**src/rtl/key_conditioner.sv**
```systemverilog
// Push-button conditioner: 2-FF synchroniser, debounce, and per-key press/repeat/release
// event FSM with optional single-owner lockout. All outputs are registered.
module key_conditioner #(
    parameter int N_KEYS          = 2,
    parameter int DEBOUNCE_CYCLES = 500000,
    parameter int REPEAT_DELAY    = 25000000,
    parameter int REPEAT_PERIOD   = 5000000,
    parameter int LOCKOUT         = 1,
    parameter int CNT_W           = 32
) (
    input  logic              i_clock,
    input  logic              i_reset,
    input  logic [N_KEYS-1:0] i_key,
    output logic [N_KEYS-1:0] o_pressed,
    output logic [N_KEYS-1:0] o_press_n,
    output logic [N_KEYS-1:0] o_release
);

    typedef enum logic [1:0] {
        ST_IDLE    = 2'b00,
        ST_DELAY   = 2'b01,
        ST_REPEAT  = 2'b10,
        ST_BLOCKED = 2'b11
    } state_t;

    localparam logic [CNT_W-1:0] CNT_ZERO = {CNT_W{1'b0}};
    localparam logic [CNT_W-1:0] CNT_ONE  = {{(CNT_W-1){1'b0}}, 1'b1};
    localparam logic [CNT_W-1:0] DB_LAST  = CNT_W'(DEBOUNCE_CYCLES);
    // Repeat counters start at 0 on the strobe cycle, so the terminal value is one less.
    localparam logic [CNT_W-1:0] RD_LAST  = (REPEAT_DELAY > 0)  ? CNT_W'(REPEAT_DELAY - 1)  : {CNT_W{1'b0}};
    localparam logic [CNT_W-1:0] RP_LAST  = (REPEAT_PERIOD > 0) ? CNT_W'(REPEAT_PERIOD - 1) : {CNT_W{1'b0}};

    logic [N_KEYS-1:0] r_sync1;
    logic [N_KEYS-1:0] r_sync2;
    logic [N_KEYS-1:0] r_stable;
    logic [CNT_W-1:0]  r_dcnt [N_KEYS];
    state_t            r_state [N_KEYS];
    logic [CNT_W-1:0]  r_rcnt [N_KEYS];
    logic [N_KEYS-1:0] r_pressed;
    logic [N_KEYS-1:0] r_press_n;
    logic [N_KEYS-1:0] r_release;

    state_t            w_state_nxt [N_KEYS];
    logic [CNT_W-1:0]  w_rcnt_nxt [N_KEYS];
    logic [N_KEYS-1:0] w_active;
    logic [N_KEYS-1:0] w_press_edge;
    logic [N_KEYS-1:0] w_lock;
    logic [N_KEYS-1:0] w_pressed_nxt;
    logic [N_KEYS-1:0] w_press_n_nxt;
    logic [N_KEYS-1:0] w_release_nxt;

    // Two-stage synchroniser, idles at released (1).
    always_ff @(posedge i_clock or negedge i_reset) begin
        if (!i_reset) begin
            r_sync1 <= {N_KEYS{1'b1}};
            r_sync2 <= {N_KEYS{1'b1}};
        end else begin
            r_sync1 <= i_key;
            r_sync2 <= r_sync1;
        end
    end

    // Debounce: stable level flips once the counter has reached its terminal value.
    always_ff @(posedge i_clock or negedge i_reset) begin
        if (!i_reset) begin
            r_stable <= {N_KEYS{1'b1}};
            for (int i = 0; i < N_KEYS; i++) r_dcnt[i] <= CNT_ZERO;
        end else begin
            for (int i = 0; i < N_KEYS; i++) begin
                if (r_dcnt[i] == DB_LAST) begin
                    r_stable[i] <= ~r_stable[i];
                    r_dcnt[i]   <= CNT_ZERO;
                end else if (r_sync2[i] != r_stable[i]) begin
                    r_dcnt[i] <= r_dcnt[i] + CNT_ONE;
                end else begin
                    r_dcnt[i] <= CNT_ZERO;
                end
            end
        end
    end

    // Ownership: a new press is locked out by any active key or by a lower-index simultaneous press.
    always_comb begin
        w_active     = {N_KEYS{1'b0}};
        w_press_edge = {N_KEYS{1'b0}};
        w_lock       = {N_KEYS{1'b0}};
        for (int i = 0; i < N_KEYS; i++) begin
            w_active[i]     = (r_state[i] == ST_DELAY) || (r_state[i] == ST_REPEAT);
            w_press_edge[i] = (r_state[i] == ST_IDLE) && !r_stable[i];
        end
        for (int i = 0; i < N_KEYS; i++) begin
            for (int j = 0; j < N_KEYS; j++) begin
                if ((j != i) && w_active[j]) begin
                    w_lock[i] = 1'b1;
                end else if ((j < i) && w_press_edge[j]) begin
                    w_lock[i] = 1'b1;
                end else begin
                    w_lock[i] = w_lock[i];
                end
            end
            if (LOCKOUT == 0) begin
                w_lock[i] = 1'b0;
            end else begin
                w_lock[i] = w_lock[i];
            end
        end
    end

    // Per-key event FSM: next state, repeat counter and strobe decisions.
    always_comb begin
        w_press_n_nxt = {N_KEYS{1'b1}};
        w_release_nxt = {N_KEYS{1'b0}};
        w_pressed_nxt = {N_KEYS{1'b0}};
        for (int i = 0; i < N_KEYS; i++) begin
            w_state_nxt[i] = r_state[i];
            w_rcnt_nxt[i]  = r_rcnt[i];
            case (r_state[i])
                ST_IDLE: begin
                    if (!r_stable[i]) begin
                        w_rcnt_nxt[i] = CNT_ZERO;
                        if (w_lock[i]) begin
                            w_state_nxt[i] = ST_BLOCKED;
                        end else begin
                            w_state_nxt[i]   = ST_DELAY;
                            w_press_n_nxt[i] = 1'b0;
                        end
                    end else begin
                        w_rcnt_nxt[i] = CNT_ZERO;
                    end
                end
                ST_DELAY: begin
                    if (r_stable[i]) begin
                        w_state_nxt[i]   = ST_IDLE;
                        w_release_nxt[i] = 1'b1;
                        w_rcnt_nxt[i]    = CNT_ZERO;
                    end else if (REPEAT_DELAY == 0) begin
                        w_rcnt_nxt[i] = CNT_ZERO;
                    end else if (r_rcnt[i] == RD_LAST) begin
                        w_state_nxt[i]   = ST_REPEAT;
                        w_press_n_nxt[i] = 1'b0;
                        w_rcnt_nxt[i]    = CNT_ZERO;
                    end else begin
                        w_rcnt_nxt[i] = r_rcnt[i] + CNT_ONE;
                    end
                end
                ST_REPEAT: begin
                    if (r_stable[i]) begin
                        w_state_nxt[i]   = ST_IDLE;
                        w_release_nxt[i] = 1'b1;
                        w_rcnt_nxt[i]    = CNT_ZERO;
                    end else if (r_rcnt[i] == RP_LAST) begin
                        w_press_n_nxt[i] = 1'b0;
                        w_rcnt_nxt[i]    = CNT_ZERO;
                    end else begin
                        w_rcnt_nxt[i] = r_rcnt[i] + CNT_ONE;
                    end
                end
                ST_BLOCKED: begin
                    w_rcnt_nxt[i] = CNT_ZERO;
                    if (r_stable[i]) begin
                        w_state_nxt[i] = ST_IDLE;
                    end else begin
                        w_state_nxt[i] = ST_BLOCKED;
                    end
                end
                default: begin
                    w_state_nxt[i] = ST_IDLE;
                    w_rcnt_nxt[i]  = CNT_ZERO;
                end
            endcase
            w_pressed_nxt[i] = (w_state_nxt[i] == ST_DELAY) || (w_state_nxt[i] == ST_REPEAT);
        end
    end

    // State, repeat counters and registered outputs.
    always_ff @(posedge i_clock or negedge i_reset) begin
        if (!i_reset) begin
            for (int i = 0; i < N_KEYS; i++) begin
                r_state[i] <= ST_IDLE;
                r_rcnt[i]  <= CNT_ZERO;
            end
            r_pressed <= {N_KEYS{1'b0}};
            r_press_n <= {N_KEYS{1'b1}};
            r_release <= {N_KEYS{1'b0}};
        end else begin
            for (int i = 0; i < N_KEYS; i++) begin
                r_state[i] <= w_state_nxt[i];
                r_rcnt[i]  <= w_rcnt_nxt[i];
            end
            r_pressed <= w_pressed_nxt;
            r_press_n <= w_press_n_nxt;
            r_release <= w_release_nxt;
        end
    end

    assign o_pressed = r_pressed;
    assign o_press_n = r_press_n;
    assign o_release = r_release;

endmodule

```
**config.mk**
```make
export PLATFORM = sky130hd
export DESIGN_NAME = key_conditioner
export DESIGN_NICKNAME = d
export VERILOG_FILES = /design/src/rtl/key_conditioner.sv
export SDC_FILE = /design/constraint.sdc
export NUM_CORES = 1
export LEC_CHECK = 0
export ABC_AREA = 1
export CAP_MARGIN = 20
export CORE_UTILIZATION = 40
export CTS_BUF_LIST = sky130_fd_sc_hd__clkbuf_2
export CTS_CLUSTER_SIZE = 28
export DETAILED_ROUTE_END_ITERATION = 8
export PLACE_DENSITY_LB_ADDON = 0.3
export SKIP_LAST_GASP = 1
export SLEW_MARGIN = 0
export SYNTH_ARGS = -nofsm -noshare
export SYNTH_HDL_FRONTEND = slang
export SYNTH_SLANG_ARGS = --single-unit
```
**constraint.sdc**
```tcl
create_clock -name i_clock -period 1.5 [get_ports i_clock]
set_input_delay 0.15 -clock i_clock [delete_from_list [all_inputs] [get_ports i_clock]]
set_output_delay 0.15 -clock i_clock [all_outputs]
set_load 0.005 [all_outputs]
```
==> metrics.md, run 1 <==
| Metric | Value |
|---|---|
| Effective utilization at floorplan | `0.4108` |
| Clock network fraction of total power | `0.348` |
| Initial drt markers | `630` |
| DRC viols | `0` |
| P_sw | `0.001746 W` |
| Filler cell count in the final layout | `1673` |
| Core region area | `0.02122 mm2` |
| Via count | `9186` |
| Post-layout min period | `1728 ps` |
| Data arrival time of the worst path | `2390 ps` |
| Final nets | `1538` |
| Clock tree from TritonCTS | `yes` |
| Die width | `149.6 um` |
| Post-Synthesis Cells | `1181` |
| Antenna violations before repair | `1` |
| Ys async rst share | `1.000` |
| Post-synth cell types | `36` |
| Outcome | `complete, but fails checks` |
| Setup violations, final | `127` |
| Unrepaired setup endpoints after global routing | `true` |
| Mapped Avg Cell Area | `7.381 um2` |
| Power consumption | `0.006567 W` |
| Portion of netlist area occupied by mux cells | `0` |
| Count of flip-flops with a built-in enable after synthesis | `0` |
| Xor and xnor area share after synthesis | `0.08540` |
| Synthesized area | `0.008717 mm2` |
| Worst slew pin tran | `795.1 ps` |
| Simple logic cell fraction of the synthesized area | `0.3891` |
| Crit start category | `register` |
| Layout Area Growth over Synthesis | `56.54%` |
| Most common library cells after synthesis | `259 x nand2_1, 241 x nor2_1, 136 x dfrtp_1` |
| Total clock buffers created by CTS | `17` |
| Sequential cell area fraction in the yosys report | `0.4145` |
| Fin. max-slew vios | `0` |
| Final clock skew | `45.15 ps` |
| Placer congestion estimate | `0.9501` |
| Share of power burned in registers | `0.600` |
| GR Overflow Total | `0` |
| Post-route worst setup slack | `-228.4 ps` |
| Static leakage | `6.118 nW` |
| Wire length per cell | `15.34 um` |
| Largest net degree at the start of global routing | `45` |
| Routed vias/inst | `5.086` |
| Register bit total from synthesis | `144` |
| Die Outline Area | `0.02239 mm2` |
| Max-cap check violation count | `0` |
| Peak supply drop | `368.7 uV` |
| Post-synthesis share of cell area spent on full adders, half adders and majority gates | `0.02440` |
| Class of the tightest hold or removal check | `in -> reg` |
| Register clock-pin slew on the reported worst setup and hold paths | `210 ps` |
| Worst Setup Path Type | `reg -> reg` |
| Tot GR Track Use | `0.2379` |
| Share of layout cells above drive strength 1 | `0.4503` |
| Power density normalized to cell area | `481.2 mW/mm2` |
| TritonCTS sink count | `144` |
| Main area contributors after synthesis | `dfrtp_1 39%, nand2_1 11%, nor2_1 10%` |
| Total Wirelength | `27700 um` |
| Count of buffers inserted at the top-level ports | `9` |
| Syn. warnings | `0` |
| Die height | `149.6 um` |
| Fraction of the mapped netlist area in compound gates | `0.01608` |
| Boundary pin count | `10` |
| Violated checks | `negative setup slack` |
| Global-route wire length before repair | `42150 um` |
| Vias in the first global route | `8997` |
| Library cell occupying the most area in the post-synthesis netlist | `dfrtp_1` |
| Number of iterations in the first detailed-routing pass | `5` |
| Std cell rows | `53` |
| Dominant synthesized flop cell | `dfrtp_1` |
| Net Count, Synth | `1202` |
| H-tree depth reported by CTS | `4` |
| Share of Yosys cell area claimed by the top area cell type | `0.3904` |
| Buffer cell driving the clock tree root | `clkbuf_2` |
| Slew headroom | `0.4682` |
| Maximum root-to-sink buffer count | `2` |
| Max Clk Rate | `0.5786 GHz` |
| Clk Latency, worst-skew pair | `770 ps` |
| Antenna-violating nets left | `0` |
| Highest net fanout along the worst path | `6` |
| Count leader, synth | `nand2_1` |
| Nature of the critical path endpoint | `register` |
| Internal portion of total power | `0.004820 W` |
| Required time at the worst-slack endpoint | `2160 ps` |
| Share of power burned in combinational logic | `0.052` |
| Number of hold violations in the final report | `0` |
| Placed wire-length estimate after detailed placement | `17680 um` |
| Largest family of logic cells by synthesized area | `simple AND/OR/NAND/NOR gates` |
| Share of the clock period used by the worst path after layout | `1.152` |
| Final Core Density | `0.6430` |
| Switching part of the total | `0.2659` |
==> through the flow <==
step           setup TNS [ps]  instance area (um2)  instances  setup slack [ps]  hold WS [ps]
2_1_floorplan           -1453                 8803       1181            -87.86        -145.6
3_3_place_gp            -9204                11040       1693            -160.7         14.37
3_5_place_dp           -14450                11040       1693            -196.0         15.87
4_1_cts                -11070                12490       1777            -190.6         297.6
5_1_grt                -30380                13650       1806            -325.8         279.8
6_report               -18010                13650       1806            -228.4         331.5
==> sequential cells by signal (all words and copies together), names as in the netlist <==
name       flops
o_pressed      2
o_press_n      2
r_stable       2
r_rcnt        64
r_sync2        2
r_sync1        2
r_state        4
r_dcnt        64
o_release      2
==> final cells by class <==
| class | count | area (um2) | area share |
|---|---|---|---|
| timing repair buffer | 330 | 2830 | 0.2074 |
| inverter | 139 | 545.5 | 0.03998 |
| multi-input combinational | 885 | 6076 | 0.4453 |
| tap | 275 | 344.1 | 0.02522 |
| sequential | 144 | 3627 | 0.2658 |
| clock inverter | 12 | 120.1 | 0.008802 |
| antenna | 1 | 2.502 | 0.0001834 |
| clock buffer | 20 | 100.1 | 0.007335 |
==> path summary, 6_finish.rpt <==
| check | startpoint | end | slack, ps | cells past startpoint |
|---|---|---|---|---|
| setup / recovery | r_rcnt[0] | r_rcnt[14] | -230 | 11 |
| hold / removal | i_key[0] | r_sync1[0] | 330 | 2 |
| setup reg to reg | r_rcnt[0] | r_rcnt[14] | -230 | 11 |
| hold reg to reg | r_sync1[1] | r_sync2[1] | 370 | 0 |
| max in group asynchronous | i_reset | r_dcnt[20] | 430 | 3 |
| min in group asynchronous | i_reset | r_dcnt[27] | 540 | 3 |
==> cell families after synthesis <==
group / Yosys count
buffers and inverters: 155
XOR/XNOR: 85
AO/OA/AOI/OAI: 26
adder cells (fa/ha/maj): 17
flip-flops: 144
AND/OR/NAND/NOR: 754
==> layout by cell type (no fill, tap or decap), types with 12 or more instances in the layout <==
cell	netlist	final
buf_4	2	253
nand2_1	259	208
nor2_1	241	166
dfrtp_1	136	125
inv_1	135	109
xor2_1	69	63
nor2_2	13	58
buf_6	1	52
nand2_2	9	45
nand3_1	62	41
nand4_1	34	34
nor2_4	3	33
nor3_4	2	30
nor3_1	74	28
nor3_2	8	26
inv_2	4	22
clkbuf_2	0	20
nand3_2	5	18
xnor2_1	16	16
nor4_2	1	14
nand2_4	0	13
ha_1	17	12
==> timing repair <==
action | 4_1_cts | 5_1_grt
buffers inserted | 44 | 28
setup endpoints to repair | 133 | 142
gates cloned | 3 | 5
hold buffers | 6 | 0
gates resized for setup | 228 | 220
pin swaps | 75 | 127
hold endpoints to repair | 146 | 0
==> power groups by stage <==
stage                     logic (W)  clock network [W]  registers [W]
after floorplan           0.0000690                  0        0.00400
after global placement     0.000246                  0        0.00400
after detailed placement   0.000249                  0        0.00400
after CTS                  0.000313            0.00231        0.00393
after global routing       0.000381            0.00250        0.00394
final                      0.000344            0.00229        0.00394
==> metal layers <==
layer / GRT usage / up-vias / wire [um]
li1: - / 4445 / -
met1: 0.3003 / 4439 / 11760
met2: 0.4097 / 236 / 14050
met3: 0.03872 / 66 / 1148
met4: 0.08214 / 0 / 740
met5: 0 / - / 0
==> critical path, stage by stage (launching register included) <==
cell and delay [ps]:
dfrtp_1 460, ha_4 190, nand2_2 70, nor2_4 110, nand3_2 90, nor2_2 110, nand3_2 90, nand3_2 120
nand2_4 80, nand2_8 120, clkbuf_16 170, nor2_2 40
Note: power is estimated with default switching activity, not from simulation.
==> inputs of run 2 (changes only) <==
Settings changed: SETUP_SLACK_MARGIN set to 0.4.
==> metrics.md, run 2 (same netlist as run 1, synthesis figures left out) <==
| Metric | Value |
|---|---|
| Power density normalized to cell area | `472.9 mW/mm2 (-1.7%)` |
| Fin. max-slew vios | `0 (unchanged)` |
| Post-layout min period | `1809 ps (+80.24 ps)` |
| Number of hold violations in the final report | `0 (unchanged)` |
| Post-route worst setup slack | `-308.6 ps (-80.24 ps)` |
| DRC viols | `0 (unchanged)` |
| Data arrival time of the worst path | `2490 ps (+100 ps)` |
| Most common cell after layout, fill and taps aside | `buf_4` |
| Max-cap check violation count | `0 (unchanged)` |
| Largest regs | `r_dcnt: 64 flops, r_rcnt: 64 flops, r_state: 4 flops` |
| TNS Setup | `-19590 ps (-1580 ps)` |
| Placer congestion estimate | `0.9527 (+0.27%)` |
| H-tree depth reported by CTS | `4 (unchanged)` |
| Smallest hold slack | `328.5 ps (-2.979 ps)` |
| Layout Area Growth over Synthesis | `65.12%` |
| Worst slew pin tran | `518.9 ps (-276.3 ps)` |
| Unrepaired setup endpoints after global routing | `true` |
| Tot GR Track Use | `0.2507 (+0.01277)` |
| Effective utilization at floorplan | `0.4108 (unchanged)` |
| Clk Latency, worst-skew pair | `770 ps (about the same)` |
| GR Overflow Total | `0 (unchanged)` |
| Number of iterations in the first detailed-routing pass | `6 (+1)` |
| Share of the clock period used by the worst path after layout | `1.206 (+0.05349)` |
| Worst slack at placement | `-216.4 ps (-20.47 ps)` |
| Wire length per cell | `15.84 um (+3.3%)` |
| Total clock buffers created by CTS | `17 (unchanged)` |
| Die width | `149.6 um (unchanged)` |
| Total Wirelength | `29160 um (+5.3%)` |
| TritonCTS sink count | `144 (unchanged)` |
| Maximum root-to-sink buffer count | `2 (unchanged)` |
| Die height | `149.6 um (unchanged)` |
| Slew headroom | `0.6541 (+0.1859)` |
| Std cell rows | `53 (unchanged)` |
| Antenna-violating nets left | `0 (unchanged)` |
| Vias in the first global route | `9140 (+1.6%)` |
| Clock tree from TritonCTS | `yes` |
| Initial drt markers | `680 (+7.9%)` |
| Final nets | `1573 (+2.3%)` |
| Max Clk Rate | `0.5529 GHz (-4.4%)` |
| Crit start category | `register` |
| Via count | `9472 (+3.1%)` |
| Highest net fanout along the worst path | `5 (-1)` |
| Buffer cell driving the clock tree root | `clkbuf_2` |
| Placed wire-length estimate after detailed placement | `17880 um (+1.1%)` |
| Cells after DPL | `1692 (-0.059%)` |
| Peak supply drop | `408.2 uV (+11%)` |
| Final Core Density | `0.6783 (+0.03526)` |
| Setup violations, final | `122 (-3.9%)` |
| Largest net degree at the start of global routing | `38 (-16%)` |
| Static leakage | `6.464 nW (+5.7%)` |
| Boundary pin count | `10 (unchanged)` |
| Share of layout cells above drive strength 1 | `0.4946 (+0.04424)` |
| Die Outline Area | `0.02239 mm2 (unchanged)` |
| Routed vias/inst | `5.145 (+1.2%)` |
| Final clock skew | `39.42 ps (-5.729 ps)` |
| Nature of the critical path endpoint | `register` |
| Outcome | `complete, but fails checks` |
| Non-filler instance count after layout | `1841 (+1.9%)` |
| Class of the tightest hold or removal check | `in -> async` |
| Commonest non-fill, non-tap cells in the layout | `274 x buf_4, 185 x nand2_1, 156 x nor2_1` |
| Required time at the worst-slack endpoint | `2190 ps (+30 ps)` |
| Antenna violations before repair | `1 (unchanged)` |
| Count of buffers inserted at the top-level ports | `9 (unchanged)` |
| Register clock-pin slew on the reported worst setup and hold paths | `240 ps (+30 ps)` |
| Filler cell count in the final layout | `1555 (-7.1%)` |
| Core region area | `0.02122 mm2 (unchanged)` |
| Worst Setup Path Type | `reg -> reg` |
| Violated checks | `negative setup slack` |
| Global-route wire length before repair | `44160 um (+4.8%)` |
-- run 2: cell types whose count changed in the layout (fill, tap and decap cells not counted), sizes merged --
cell and delta:
nand2 -3, inv +2, bufinv +1, dlygate4sd3 -2, buf +41, clkbuf -5, bufbuf +1
-- run 2: critical path, stage by stage, from the launching register on --
cell and delay (ps):
dfrtp_1 460, ha_4 170, nand2_2 60, nor2_4 140
nand3_4 110, nor2_4 120, nand2_2 90, nand2_4 70
nand2_2 70, nand2_4 130, buf_12 130, clkbuf_16 140
nor2_2 40
-- run 2: worst paths after layout --
kind / startpoint / end / slack, ps / depth (start not counted)
worst min-delay path: i_reset / r_rcnt[4] / 330 / 3
worst max register to register: r_rcnt[1] / r_rcnt[14] / -310 / 12
worst min register to register: r_sync1[1] / r_sync2[1] / 370 / 0
worst max-delay path: r_rcnt[1] / r_rcnt[14] / -310 / 12
min in group i_clock: i_key[1] / r_sync1[1] / 340 / 2
max in group asynchronous: i_reset / r_stable[0] / 560 / 4
-- run 2: area by class of cell --
| type | instances | area (um2) | share of cell area |
|---|---|---|---|
| multi-input combinational | 882 | 6267 | 0.4354 |
| sequential | 144 | 3628 | 0.2521 |
| timing repair buffer | 368 | 3351 | 0.2328 |
| inverter | 139 | 546.8 | 0.03799 |
| tap | 275 | 344.1 | 0.02390 |
| clock inverter | 15 | 168.9 | 0.01174 |
| clock buffer | 17 | 85.08 | 0.005911 |
| antenna | 1 | 2.502 | 0.0001739 |
-- run 2: what timing repair did --
action | CTS | global route
hold buffers | 4 | 0
buffers inserted | 65 | 40
endpoints found under the hold margin | 146 | 0
resized for setup | 268 | 177
cloned | 6 | 1
endpoints found under the setup margin | 146 | 146
pin swaps | 112 | 103
-- run 2: per-layer routing --
layer	vias up	wire length, um	GRT usage
li1	4526	-	-
met1	4528	11950	0.3096
met2	299	14780	0.4347
met3	119	1203	0.03872
met4	0	1228	0.1010
met5	-	0	0
-- run 2: metrics by stage --
stage | instance area (um2) | power [W]
floorplan | 9170 | 0.004092
global placement | 11360 | 0.004253
detailed placement | 11360 | 0.004256
CTS | 13360 | 0.006821
global route | 14390 | 0.007061
finish | 14390 | 0.006806
-- run 2: where the power goes --
part | internal, W | total [W] | switching (W) | leakage (nW)
logic | 0.000159 | 0.000358 | 0.000199 | 4.38
registers | 0.00391 | 0.00394 | 0.0000286 | 1.93
clock network | 0.000920 | 0.00251 | 0.00159 | 0.150
